[config.mk]
export PLATFORM = sky130hd
export DESIGN_NAME = sm_counter_bank
export DESIGN_NICKNAME = d
export VERILOG_FILES = /design/src/rtl/sm_pkg.sv /design/src/rtl/sm_sync_edge.sv /design/src/rtl/sm_counter_bank.sv
export SDC_FILE = /design/constraint.sdc
export NUM_CORES = 1
export LEC_CHECK = 0
export CORE_MARGIN = 3
export CORE_UTILIZATION = 41
export CTS_CLUSTER_SIZE = 16
export DETAILED_ROUTE_END_ITERATION = 8
export PLACE_DENSITY_LB_ADDON = 0.12
export SLEW_MARGIN = 30
export SYNTH_ARGS = -nofsm -noshare
export SYNTH_HDL_FRONTEND = slang
export SYNTH_SLANG_ARGS = --single-unit
[constraint.sdc]
create_clock -name clk_in_clk -period 2.8 [get_ports clk_in_clk]
set_input_delay 0.42 -clock clk_in_clk [delete_from_list [all_inputs] [get_ports clk_in_clk]]
set_output_delay 0.42 -clock clk_in_clk [all_outputs]
set_load 0.005 [all_outputs]
[src/rtl/sm_pkg.sv]
// Shared constants for the SM PIO counter bank: read-select codes,
// status-word bit positions and the default counter width.
package sm_pkg;

  localparam int unsigned SM_CNT_W_DEF = 32;

  // Read-word select codes driven by the MCU on sm_mux
  typedef enum logic [1:0] {
    SM_SEL_CH0  = 2'd0,
    SM_SEL_CH1  = 2'd1,
    SM_SEL_REF  = 2'd2,
    SM_SEL_STAT = 2'd3
  } sm_sel_e;

  // Status word low-bit positions; snap_cnt occupies the top SNAP_W bits
  localparam int unsigned SM_ST_OVF0   = 0;
  localparam int unsigned SM_ST_OVF1   = 1;
  localparam int unsigned SM_ST_OVFREF = 2;
  localparam int unsigned SM_ST_ENA    = 3;

endpackage

[src/rtl/sm_sync_edge.sv]
// Multi-flop synchroniser for WIDTH asynchronous lines, with a registered
// previous value per line for rising-edge detection.
module sm_sync_edge #(
  parameter int unsigned WIDTH  = 1,
  parameter int unsigned STAGES = 2
) (
  input  logic             i_clk,
  input  logic             i_rst_n,
  input  logic [WIDTH-1:0] i_async,
  output logic [WIDTH-1:0] o_sync,
  output logic [WIDTH-1:0] o_rise
);

  logic [STAGES-1:0][WIDTH-1:0] r_sync;
  logic [WIDTH-1:0]             r_prev;
  logic [STAGES:0]              r_prime;

  // Shift the pins through the synchroniser; r_prime fills with ones so the
  // edge detector only trusts r_prev once it holds a genuinely sampled pin
  // value (a line already high at reset release is not an edge).
  always_ff @(posedge i_clk or negedge i_rst_n) begin
    if (!i_rst_n) begin
      r_sync  <= '0;
      r_prev  <= '0;
      r_prime <= '0;
    end else begin
      r_sync  <= {r_sync[STAGES-2:0], i_async};
      r_prev  <= r_sync[STAGES-1];
      r_prime <= {r_prime[STAGES-1:0], 1'b1};
    end
  end

  assign o_sync = r_sync[STAGES-1];
  assign o_rise = o_sync & ~r_prev & {WIDTH{r_prime[STAGES]}};

endmodule

[src/rtl/sm_counter_bank.sv]
// Gated edge/reference counters with strobe-triggered shadow snapshot and
// a registered read mux for the MCU's SM PIO group.
module sm_counter_bank
  import sm_pkg::*;
#(
  parameter int unsigned CNT_W       = SM_CNT_W_DEF,
  parameter int unsigned SYNC_STAGES = 2,
  parameter int unsigned SNAP_W      = 8
) (
  input  logic             clk_in_clk,
  input  logic             reset_in_reset_n,
  input  logic [1:0]       sig_in,
  input  logic             sm_1clr,
  input  logic             sm_1ena,
  input  logic             sm_2strobe,
  input  logic [1:0]       sm_mux,
  output logic [CNT_W-1:0] sm_data_out,
  output logic             sm_irq
);

  logic [1:0]       w_sig_s;
  logic [1:0]       w_sig_rise;
  logic             w_clr_s;
  logic             w_clr_rise;
  logic             w_ena_s;
  logic             w_ena_rise;
  logic             w_stb_s;
  logic             w_stb_rise;
  logic             w_unused_sync;

  logic [CNT_W-1:0] r_cnt0;
  logic [CNT_W-1:0] r_cnt1;
  logic [CNT_W-1:0] r_cntref;
  logic             r_ovf0;
  logic             r_ovf1;
  logic             r_ovfref;

  logic [CNT_W-1:0] r_sh0;
  logic [CNT_W-1:0] r_sh1;
  logic [CNT_W-1:0] r_shref;
  logic [2:0]       r_shovf;
  logic [SNAP_W-1:0] r_snap_cnt;

  logic             r_snap_d;
  logic             r_irq;
  logic [CNT_W-1:0] r_data;
  logic [CNT_W-1:0] w_status;
  logic [CNT_W-1:0] w_rd_word;

  sm_sync_edge #(.WIDTH(2), .STAGES(SYNC_STAGES)) u_sync_sig (
    .i_clk(clk_in_clk), .i_rst_n(reset_in_reset_n), .i_async(sig_in),
    .o_sync(w_sig_s), .o_rise(w_sig_rise)
  );
  sm_sync_edge #(.WIDTH(1), .STAGES(SYNC_STAGES)) u_sync_clr (
    .i_clk(clk_in_clk), .i_rst_n(reset_in_reset_n), .i_async(sm_1clr),
    .o_sync(w_clr_s), .o_rise(w_clr_rise)
  );
  sm_sync_edge #(.WIDTH(1), .STAGES(SYNC_STAGES)) u_sync_ena (
    .i_clk(clk_in_clk), .i_rst_n(reset_in_reset_n), .i_async(sm_1ena),
    .o_sync(w_ena_s), .o_rise(w_ena_rise)
  );
  sm_sync_edge #(.WIDTH(1), .STAGES(SYNC_STAGES)) u_sync_stb (
    .i_clk(clk_in_clk), .i_rst_n(reset_in_reset_n), .i_async(sm_2strobe),
    .o_sync(w_stb_s), .o_rise(w_stb_rise)
  );

  // Level lines only need their synced value; edge lines only their pulse
  assign w_unused_sync = ^{w_sig_s, w_clr_rise, w_ena_rise, w_stb_s};

  // Live counters: clear beats enable; saturate at all-ones with sticky ovf
  always_ff @(posedge clk_in_clk or negedge reset_in_reset_n) begin
    if (!reset_in_reset_n) begin
      r_cnt0   <= '0;
      r_cnt1   <= '0;
      r_cntref <= '0;
      r_ovf0   <= 1'b0;
      r_ovf1   <= 1'b0;
      r_ovfref <= 1'b0;
    end else if (w_clr_s) begin
      r_cnt0   <= '0;
      r_cnt1   <= '0;
      r_cntref <= '0;
      r_ovf0   <= 1'b0;
      r_ovf1   <= 1'b0;
      r_ovfref <= 1'b0;
    end else if (w_ena_s) begin
      if (w_sig_rise[0]) begin
        if (r_cnt0 == '1) r_ovf0 <= 1'b1;
        else              r_cnt0 <= r_cnt0 + CNT_W'(1);
      end
      if (w_sig_rise[1]) begin
        if (r_cnt1 == '1) r_ovf1 <= 1'b1;
        else              r_cnt1 <= r_cnt1 + CNT_W'(1);
      end
      if (r_cntref == '1) r_ovfref <= 1'b1;
      else                r_cntref <= r_cntref + CNT_W'(1);
    end
  end

  // Snapshot the pre-update live state on each synced strobe rise
  always_ff @(posedge clk_in_clk or negedge reset_in_reset_n) begin
    if (!reset_in_reset_n) begin
      r_sh0      <= '0;
      r_sh1      <= '0;
      r_shref    <= '0;
      r_shovf    <= '0;
      r_snap_cnt <= '0;
    end else if (w_stb_rise) begin
      r_sh0      <= r_cnt0;
      r_sh1      <= r_cnt1;
      r_shref    <= r_cntref;
      r_shovf    <= {r_ovfref, r_ovf1, r_ovf0};
      r_snap_cnt <= r_snap_cnt + SNAP_W'(1);
    end
  end

  // Assemble the status word and select the word to present
  always_comb begin
    w_status                      = '0;
    w_status[CNT_W-1 -: SNAP_W]   = r_snap_cnt;
    w_status[SM_ST_ENA]           = w_ena_s;
    w_status[SM_ST_OVFREF]        = r_shovf[2];
    w_status[SM_ST_OVF1]          = r_shovf[1];
    w_status[SM_ST_OVF0]          = r_shovf[0];
    w_rd_word                     = '0;
    case (sm_sel_e'(sm_mux))
      SM_SEL_CH0:  w_rd_word = r_sh0;
      SM_SEL_CH1:  w_rd_word = r_sh1;
      SM_SEL_REF:  w_rd_word = r_shref;
      SM_SEL_STAT: w_rd_word = w_status;
      default:     w_rd_word = '0;
    endcase
  end

  // Registered read port; irq is delayed so it lines up with the first
  // cycle sm_data_out carries the freshly loaded shadows
  always_ff @(posedge clk_in_clk or negedge reset_in_reset_n) begin
    if (!reset_in_reset_n) begin
      r_data   <= '0;
      r_snap_d <= 1'b0;
      r_irq    <= 1'b0;
    end else begin
      r_data   <= w_rd_word;
      r_snap_d <= w_stb_rise;
      r_irq    <= r_snap_d;
    end
  end

  assign sm_data_out = r_data;
  assign sm_irq      = r_irq;

endmodule
==> results of run 1 <==
==> power by group <==
group / internal, mW / leakage, nW / switching (mW)
Clock: 2.13 / 0.440 / 1.48
Sequential: 3.76 / 3.53 / 0.0725
Combinational: 0.113 / 1.95 / 0.208
==> worst paths after layout <==
check	from	to	slack, ns	cells past startpoint
setup / recovery	r_cnt0[0]	r_cnt0[2]	0.44	6
hold / removal	sm_1clr	u_sync_clr.r_sync[0]	0.32	1
setup reg to reg	r_cnt0[0]	r_cnt0[2]	0.44	6
hold reg to reg	u_sync_stb.r_sync[0]	u_sync_stb.o_sync	0.35	0
max in group asynchronous	reset_in_reset_n	r_cnt0[1]	1.58	3
min in group asynchronous	reset_in_reset_n	r_shref[13]	0.39	2
==> cells by family after synthesis <==
kind of cell / after synthesis / synth area share [%]
adders and majority gates: 4 / 0.440
buffers and inverters: 80 / 2.89
other: 1 / 0.0330
xor gates and xnor gates: 32 / 2.46
and+or+nand+nor: 578 / 24.1
DFF: 256 / 56.3
muxes: 39 / 4.81
AOI/OAI and AO/OA: 177 / 8.98
==> state kept, by name, indices dropped and copies added, names as in the netlist, 2 cells and up <==
register and count:
r_cnt0 32, sm_data_out 32, r_cnt1 32, r_snap_cnt 8, u_sync_sig.r_sync 2, r_shref 32, r_shovf 3, u_sync_stb.r_prime 2
u_sync_sig.r_prev 2, r_sh0 32, u_sync_sig.o_sync 2, r_cntref 32, r_sh1 32
==> critical path, delay by kind of cell, from the launching register on <==
family,cells,cell delay (ns)
adders and majority gates,1,0.22
and+or+nand+nor,4,1.28
muxes,1,0.32
DFF,1,0.41
==> per-layer routing <==
layer | share of wire [%] | vias to the layer above
met2 | 46 | 118
met3 | 3.2 | 42
met5 | 0 | -
met4 | 2.3 | 0
li1 | - | 4119
met1 | 49 | 4219
==> layout make-up <==
cell class / instances / area, µm² / area share [%]
Timing Repair Buffer: 67 / 666 / 5.07
Multi-Input combinational cell: 831 / 4650 / 35.4
Clock inverter: 9 / 95.1 / 0.724
Clock buffer: 42 / 795 / 6.05
Tap cell: 372 / 465 / 3.54
Sequential cell: 256 / 6410 / 48.8
Inverter: 14 / 52.6 / 0.400
==> cell usage in the layout, fill, tap and decap left out, types with 3 or more instances in the layout <==
master / instances
nand2_1: 337
dfrtp_1: 255
o21ai_0: 67
a21oi_1: 65
or3_1: 45
nor2_1: 44
clkdlybuf4s50_1: 38
nand4_1: 35
nand3_1: 29
clkbuf_16: 29
mux2i_1: 22
or4_1: 20
buf_4: 20
o31ai_1: 18
xor2_1: 17
and4_1: 15
xnor2_1: 15
inv_1: 13
mux4_2: 12
and3_1: 11
clkbuf_1: 11
nor3_1: 9
nor2b_1: 8
clkinv_2: 7
o211ai_1: 6
nor4_1: 5
buf_12: 5
nand3b_1: 4
a31oi_1: 4
o21ai_1: 4
ha_1: 4
nand4b_1: 3
mux2_2: 3
and2_1: 3
==> results.md, run 1 <==
- CTS tree: yes
- Setup violations, final: 0
- Outcome: finished clean
- Post-CTS setup buffer count: 0
- Layout cells sized above 1: roughly 8%
- Fillcell total: 2554
- Met1 Usage GRT: 29.1%
- Post-CTS Hold Fix Bufs: 1
- Minimum clock period: 2.36 ns
- CP required: 3.22 ns
- Routed len/inst: roughly 18 µm
- Post-synth top area cell: dfrtp_1
- Met3 Usage GRT: under 10%
- Syn-to-layout area delta: 15.4%
- Slew HR: 46.4%
- Die H: 173 µm
- Vias post-DR: 8498
- Die width: 173 µm
- Tot Pwr: 7.77 mW
- RSZ-0062 raised after global routing: false
- Max Root-Sink Buffers: 3
- Max Slew Vio Count: 0
- Syn Nets: 1180
- Syn Area/Cell: around 9.8 µm²
- Top-count cell post-synth: nand2_1
- Post-synthesis sequential area ratio: a little under three fifths
- Worst hold margin: ~0.32 ns
- Crit share post-route: 84.3%
- Number of distinct library cells after synthesis: 55
- Root Buffer: clkbuf_16
- Initial core utilization: 42.0%
- Post-synth EDFFs: 0
- 1st-iter DRT viols: 622
- Cell Count, Final, Fillers Out: between 1500 and 2000
- Site Rows: 60
- Cts repair resizes: 0
- Total GRT Usage: 19.7%
- Inst Count DP: 1539
- Post-route setup TNS: 0 ns
- Met2 usage: 31.2%
- DRT antenna net count: 0
- Core Region: 27100 µm²
- CP Class: reg -> reg
- Grt peak-use layer: met2
- Crit path DAT: between 2 and 3 ns
- Worst Hold Class: in -> reg
- Dpl cell area: 12200 µm²
- Clock Latency Late Sink: 0.55 ns
- Worst Path Max Fanout: 12
- Largest net degree at the start of global routing: around 110
- Clock Skews: 0.0216 ns
- Actual slew at the worst max-slew pin: between 0.8 and 0.9 ns
- GPL Wtd Cong: 0.792
- Total CTS buffers: 29
- Final core occ: 48.5%
- Cells after Synth: roughly 1200
- Nets: 1212
- Ys async rst share: 100%
- Grt total ovfl: 0
- Synthesized area: 11400 µm²
- Vias in the first global route: between 8000 and 9000
- Slowest stage cell, crit path: or3_1
- Synth warnings: 0
- Clock tree sinks: about 260
- Final worst slack: 0.440 ns
- DRC errors left: 0
- Total of max-cap violations: 0
- Endpoint class of the critical path: register
- DP HPWL: 19700 µm
- Synth area leaders: dfrtp_1, nand2_1, o21ai_0
- Crit start category: register
- Io pins: 42
- Ys flop type: dfrtp_1
- FF+latch count, synth: ~260
- Place WS: approximately 0.44 ns
- Design area: 13100 µm²
- Share of the synthesized area in the top cell type: 56.3%
- Lkg Pwr: 5.92 nW
- Full die area: 29800 µm²
- PortBufs: around 40
- Diode count: 0
- Htree depth: 1
- F_max: 424 MHz
- Length of the first detailed-routing pass in iterations: 5
- CP peak stage delay: 0.52 ns
- Total Wirelength: roughly 29000 µm
- Avg Vias per Cell: 5.34
- Worst-path cell chain: ha_1, nand2_1, or3_1, nor4_4, nor3b_1, mux2_1
- Power per cell area: 592 nW/µm²
- First-pass GRT wire length: between 40000 and 50000 µm
- Initial antenna violation count: 0
- Clock transition at path regs: 0.06 ns
- Most common library cells after synthesis: nand2_1, dfrtp_1, o21ai_0
- Worst vdd ir: 0.000396 V
- Fin. Hold Viols: 0
Note: power is estimated with default switching activity, not from simulation.
==> run 2, diff against run 1 <==
==> constraint.sdc (replaced) <==
create_clock -name clk_in_clk -period 1.9 [get_ports clk_in_clk]
set_input_delay 0.285 -clock clk_in_clk [delete_from_list [all_inputs] [get_ports clk_in_clk]]
set_output_delay 0.285 -clock clk_in_clk [all_outputs]
set_load 0.005 [all_outputs]
==> run 2 against run 1 <==
Compared with the run above:
- the run now ends with setup timing left
- sequential cell count is the same
- maximum frequency grew 19%
- setup slack lost 0.52 ns
- first-iteration DRC count grew 3.7%
- largest cell class unchanged
- cell count grew 12%
- total power grew 58%
- via count grew 10%
- count of clock-buffer cells in the layout shrank 7
- utilization grew 7.9 points
- hold slack lost 0.15 ns
- clock power grew 69%
==> results.md, run 2 (synthesized netlist as in run 1, its figures left out) <==
- Violated checks: setup timing
- Met3 wire len: 1320 µm (was 935 µm)
- Total Wirelength: 31200 µm (was 29100 µm)
- GPL Wtd Cong: 0.809 (was 0.792)
- Final worst slack: -0.0823 ns (was 0.440 ns)
- Slowest stage cell, crit path: or4_4 (was or3_1)
- Top cell family by delay on the critical path: simple AND/OR/NAND/NOR gates (unchanged)
- Vias post-DR: 9367 (was 8498)
- Routed len/inst: 17.5 µm (was 18.3 µm)
- Worst Hold Class: in -> reg (unchanged)
- DP HPWL: 21700 µm (was 19700 µm)
- Slew HR: 66.1% (was 46.4%)
- Top routing layer in use: met4 (unchanged)
- Worst Path Max Fanout: 2 (was 12)
- Met2 wire len: 14800 µm (was 13400 µm)
- Crit start category: register (unchanged)
- Worst vdd ir: 0.000731 V (was 0.000396 V)
- Avg Vias per Cell: 5.26 (was 5.34)
- Worst-path cell chain: nand4_4, or4_4, or3_4, or4_1, a21oi_1 (was ha_1, nand2_1, or3_1, nor4_4, nor3b_1, mux2_1)
- Clock Skews: 0.0158 ns (was 0.0216 ns)
- Cell Count, Final, Fillers Out: 1781 (was 1591)
- Clock tree sinks: 256 (unchanged)
- Dpl cell area: 13600 µm² (was 12200 µm²)
- Length of the first detailed-routing pass in iterations: 5 (unchanged)
- Htree depth: 1 (unchanged)
- Largest net degree at the start of global routing: 60 (was 112)
- Worst path bufs/invs: 0 (unchanged)
- Actual slew at the worst max-slew pin: 0.509 ns (was 0.800 ns)
- Hold Path Cell Cnt: 1 (unchanged)
- Root Buffer: clkbuf_16 (unchanged)
- Design area: 15300 µm² (was 13100 µm²)
- Endpoint class of the critical path: register (unchanged)
- Full die area: 29800 µm² (unchanged)
- Io pins: 42 (unchanged)
- Crit share post-route: 104% (was 84.3%)
- DRC errors left: 0 (unchanged)
- Initial core utilization: 42.0% (unchanged)
- PortBufs: 41 (unchanged)
- Die width: 173 µm (unchanged)
- Sequential cell area: 6410 µm² (about the same)
- Tot Pwr: 12.3 mW (was 7.77 mW)
- Reg2Reg Depth: 5 (was 6)
- Die H: 173 µm (unchanged)
- Outcome: finished, violations left (was finished clean)
- RSZ-0062 raised after global routing: true (was false)
- Diode count: 0 (unchanged)
- Total of max-cap violations: 0 (unchanged)
- Crit path DAT: 2.45 ns (was 2.78 ns)
- Max Root-Sink Buffers: 3 (unchanged)
- Total CTS buffers: 29 (unchanged)
- Lkg Pwr: 7.10 nW (was 5.92 nW)
- Vias in the first global route: 9037 (was 8466)
- Fin. Hold Viols: 0 (unchanged)
- Inst Count DP: 1701 (was 1539)
- Commonest non-fill, non-tap cell in the layout: nand2_1 (unchanged)
- CP required: 2.37 ns (was 3.22 ns)
- Site Rows: 60 (unchanged)
- F_max: 504 MHz (was 424 MHz)
- Area occupied by multi-input gates: 5080 µm² (was 4650 µm²)
- Most frequent cells in the layout: nand2_1, dfrtp_1, buf_4, o21ai_0, a21oi_1 (was nand2_1, dfrtp_1, o21ai_0, a21oi_1, or3_1)
- 1st-iter DRT viols: 645 (was 622)
- Core Region: 27100 µm² (unchanged)
- Fillcell total: 2370 (was 2554)
- Max Slew Vio Count: 0 (unchanged)
- Minimum clock period: 1.98 ns (was 2.36 ns)
- Clock Latency Late Sink: 0.54 ns (was 0.55 ns)
- CTS tree: yes (unchanged)
- Clock transition at path regs: 0.06 ns (about the same)
- CP peak stage delay: 0.53 ns (was 0.52 ns)
- Met1 wire length: 14700 µm (was 14200 µm)
- Place WS: -0.128 ns (was 0.443 ns)
- Grt total ovfl: 0 (unchanged)
- First-pass GRT wire length: 49900 µm (was 47800 µm)
- Total GRT Usage: 20.6% (was 19.7%)
- Nets: 1401 (was 1212)
- Power per cell area: 805 nW/µm² (was 592 nW/µm²)
- Initial antenna violation count: 0 (unchanged)
- CP Class: reg -> reg (unchanged)
- Setup violations, final: 10 (was 0)
- DRT antenna net count: 0 (unchanged)
- Worst path depth: 5 (was 6)
- Syn-to-layout area delta: 34.2% (was 15.4%)
- Layout cells sized above 1: 26.5% (was 8.04%)
## run 2: changes by cell type in the layout (fill, tap and decap cells not counted), moves of 6 or more
cell	delta
a21oi_2	+12
o21ai_0	-15
o21ai_2	+11
and4_1	-6
a21oi_1	-13
buf_4	+167
buf_12	+6
buf_6	+14
clkbuf_1	-11
## run 2: path summary, 6_finish.rpt
check	slack [ns]	from	endpoint
max	-0.08	r_cnt1[18]	r_cnt1[31]
min	0.18	sm_1ena	u_sync_ena.r_sync[0]
max reg2reg	-0.08	r_cnt1[18]	r_cnt1[31]
min reg2reg	0.35	r_snap_d	sm_irq
max in group asynchronous	0.97	reset_in_reset_n	r_cntref[2]
min in group asynchronous	0.26	reset_in_reset_n	r_cnt1[27]
## run 2: through the flow
stage / TNS [ns] / hold slack [ns] / utilization [%]
after floorplan: -0.424 / -0.0106 / -
after global placement: -0.244 / 0.241 / 50.2
after detailed placement: -0.758 / 0.239 / 50.2
after CTS: -0.357 / 0.151 / 54.5
after global routing: -4.21 / 0.156 / 56.3
final: -0.348 / 0.176 / 56.3
## run 2: layout make-up
class	instances	share of cell area, %
timing repair buffer	254	14.4
multi-input combinational	833	33.3
inverter	14	0.344
tap	372	3.05
sequential	256	42.0
clock buffer	35	5.29
clock inverter	17	1.63
## run 2: report_power, final
group	switching, mW	internal (mW)	total [mW]
Combinational	0.342	0.217	0.559
Clock	2.26	3.83	6.10
Sequential	0.0909	5.54	5.63
## run 2: worst reg2reg max path, delay by kind of cell (launching register included)
| family | cells | cell delay [ns] |
|---|---|---|
| AND/OR/NAND/NOR | 4 | 1.39 |
| flip-flops | 1 | 0.39 |
| AO/OA/AOI/OAI | 1 | 0.13 |
## run 2: layer usage
layer | global-route usage, % | vias up
met4 | 3.65 | 0
met1 | 30.2 | 4643
met5 | 0 | -
li1 | - | 4520
met3 | 2.66 | 35
met2 | 33.3 | 169
## run 2: timing repair
item                                    4_1_cts  5_1_grt
buffers inserted                              7       16
pin swaps                                    12       42
cloned                                        1        3
resized for setup                            10       99
hold endpoints to repair                     43        0
hold buffers                                  1        0
endpoints found under the setup margin       28       75
==> run 3, diff against run 2 <==
--- a/config.mk
+++ b/config.mk
@@ -7,8 +7,10 @@
 export LEC_CHECK = 0
 export CORE_MARGIN = 3
 export CORE_UTILIZATION = 41
+export CTS_CLUSTER_DIAMETER = 30
 export CTS_CLUSTER_SIZE = 16
 export DETAILED_ROUTE_END_ITERATION = 8
+export HOLD_SLACK_MARGIN = 0.1
 export PLACE_DENSITY_LB_ADDON = 0.12
 export SLEW_MARGIN = 30
 export SYNTH_ARGS = -nofsm -noshare
==> run 3 against run 2 <==
Compared with the run above:
- the run still ends with setup timing left
- hold slack got worse by 0.019 ns
- cell count increased by 3.8%
- clock skew decreased by 0.0035 ns
- sequential share of layout area decreased by 3.3 points
- utilization increased by 4.8 points
- wire length increased by 2.8%
- total power increased by 42%
- final area increased by 8.6%
- sequential cell count unchanged
- non-clock buffer count increased by 6
- critical endpoint unchanged
- largest cell class unchanged
==> results.md, run 3 (synthesized netlist as in run 1, its figures left out) <==
- Root Buffer: clkbuf_16 (unchanged)
- Combinational Power Share: 3.3% (was 4.5%)
- DRT antenna net count: 0 (unchanged)
- Die H: 173 µm (unchanged)
- WHS Endpoint: u_sync_ena.r_sync[0] (unchanged)
- Fillcell total: 2243 (was 2370)
- RR Startpoint: r_cnt1[16] (was r_cnt1[18])
- Worst vdd ir: 0.000816 V (was 0.000731 V)
- Outcome: finished, violations left (unchanged)
- Io pins: 42 (unchanged)
- Clock transition at path regs: 0.05 ns (was 0.06 ns)
- Worst reg2reg setup slack: -0.11 ns (was -0.08 ns)
- Core Region: 27100 µm² (unchanged)
- Crit start category: register (unchanged)
- RSZ-0062 raised after global routing: true (unchanged)
- First-pass GRT wire length: 51500 µm (was 49900 µm)
- DP HPWL: 21700 µm (unchanged)
- Initial antenna violation count: 0 (unchanged)
- Commonest non-fill, non-tap cell in the layout: nand2_1 (unchanged)
- Vias post-DR: 9595 (was 9367)
- Full die area: 29800 µm² (unchanged)
- Grt total ovfl: 0 (unchanged)
- Crit share post-route: 106% (was 104%)
- Site Rows: 60 (unchanged)
- 1st-iter DRT viols: 585 (was 645)
- Htree depth: 2 (was 1)
- P_int: 13.7 mW (was 9.59 mW)
- Most frequent cells in the layout: nand2_1, dfrtp_1, buf_4, clkbuf_16, o21ai_0 (was nand2_1, dfrtp_1, buf_4, o21ai_0, a21oi_1)
- Nets: 1439 (was 1401)
- Total Wirelength: 32100 µm (was 31200 µm)
- Clock Latency Late Sink: 0.57 ns (was 0.54 ns)
- Layout cells sized above 1: 30.7% (was 26.5%)
- Crit path DAT: 2.49 ns (was 2.45 ns)
- Hold_sp: sm_1ena (unchanged)
- Lkg Pwr: 7.73 nW (was 7.10 nW)
- Diode count: 0 (unchanged)
- Sw frac: 21.5% (was 21.9%)
- Actual slew at the worst max-slew pin: 0.523 ns (was 0.509 ns)
- Place WS: -0.128 ns (unchanged)
- Clock Skews: 0.0122 ns (was 0.0158 ns)
- Total of max-cap violations: 0 (unchanged)
- Worst Path Max Fanout: 4 (was 2)
- Switching Power: 3.75 mW (was 2.70 mW)
- Length of the first detailed-routing pass in iterations: 7 (was 5)
- GPL Wtd Cong: 0.809 (unchanged)
- Final worst slack: -0.109 ns (was -0.0823 ns)
- F_max: 498 MHz (was 504 MHz)
- Total CTS buffers: 61 (was 29)
- Syn-to-layout area delta: 45.7% (was 34.2%)
- Slew HR: 65.1% (was 66.1%)
- DRC errors left: 0 (unchanged)
- Max Root-Sink Buffers: 3 (unchanged)
- Power per cell area: 1050 nW/µm² (was 805 nW/µm²)
- CP Class: reg -> reg (unchanged)
- Violated checks: setup timing (unchanged)
- Final core occ: 61.2% (was 56.3%)
- Reg2Reg Depth: 5 (unchanged)
- Fin. Hold Viols: 0 (unchanged)
- Endpoint class of the critical path: register (unchanged)
- Die width: 173 µm (unchanged)
- PortBufs: 41 (unchanged)
- Flop pwr share: 32.4% (was 45.8%)
- CTS tree: yes (unchanged)
- Avg Vias per Cell: 5.19 (was 5.26)
- Design area: 16600 µm² (was 15300 µm²)
- Worst Hold Class: in -> reg (unchanged)
- Clock tree sinks: 256 (unchanged)
- Largest net degree at the start of global routing: 60 (unchanged)
- Reg-to-reg endpoint: r_cnt1[31] (unchanged)
- Total GRT Usage: 21.3% (was 20.6%)
- Vias in the first global route: 9462 (was 9037)
- Minimum clock period: 2.01 ns (was 1.98 ns)
- Worst hold margin: 0.158 ns (was 0.176 ns)
- Routed len/inst: 17.4 µm (was 17.5 µm)
- Initial core utilization: 42.0% (unchanged)
- Dpl cell area: 13600 µm² (unchanged)
- Clock share of power: 64.3% (was 49.6%)
- CP required: 2.38 ns (was 2.37 ns)
- Tot Pwr: 17.4 mW (was 12.3 mW)
- Hold Path Cell Cnt: 1 (unchanged)
- Max Slew Vio Count: 0 (unchanged)
- Setup violations, final: 13 (was 10)
-- run 3: power by group through the flow --
stage	clock network [mW]	registers [mW]	logic [mW]
2_1_floorplan	0	5.70	0.239
3_3_place_gp	0	5.73	0.548
3_5_place_dp	0	5.73	0.551
4_1_cts	11.4	5.65	0.559
5_1_grt	11.7	5.66	0.629
6_report	11.2	5.65	0.568
-- run 3: per-layer routing --
layer	wire [µm]	GRT usage (%)	up-vias
met5	0	0	-
met2	15300	34.1	180
met4	667	5.98	0
met1	15000	30.6	4749
li1	-	-	4617
met3	1200	3.18	49
-- run 3: final cells by class --
type                       count  area [µm²]  area share [%]
multi-input combinational    833        5130            30.9
clock inverter                45         626            3.77
sequential                   256        6410            38.7
clock buffer                  69        1630            9.82
inverter                      14        52.6           0.317
timing repair buffer         260        2270            13.7
tap                          372         465            2.81
-- run 3: how the worst max path moves through the flow --
stage	startpoint	endpoint	slack, ns
after floorplan	r_cnt1[16]	r_cnt1[31]	-0.06
after global placement	r_cnt1[19]	r_cnt1[31]	-0.09
after detailed placement	r_cnt1[16]	r_cnt1[31]	-0.13
after CTS	r_cnt1[18]	r_cnt1[31]	-0.1
after global routing	r_cnt1[16]	r_cnt1[31]	-0.18
final	r_cnt1[16]	r_cnt1[31]	-0.11
-- run 3: through the flow --
| stage | TNS (ns) | instances |
|---|---|---|
| floorplan | -0.424 | 1167 |
| global placement | -0.244 | 1701 |
| detailed placement | -0.758 | 1701 |
| CTS | -0.844 | 1823 |
| global route | -4.24 | 1849 |
| finish | -0.622 | 1849 |
-- run 3: critical path, cell delays in order, from the launching register on --
cell and delay [ns]:
dfrtp_1 0.39, nand4_4 0.14, or4_4 0.54, or3_4 0.34, or4_1 0.40, a21oi_1 0.13
-- run 3: what timing repair did --
| item | in CTS | in global routing |
|---|---|---|
| endpoints found under the hold margin | 256 | 0 |
| gates resized for setup | 10 | 120 |
| cloned | 1 | 2 |
| hold buffers | 1 | 0 |
| setup buffers | 6 | 25 |
| pin swaps | 11 | 60 |
| setup endpoints to repair | 27 | 77 |
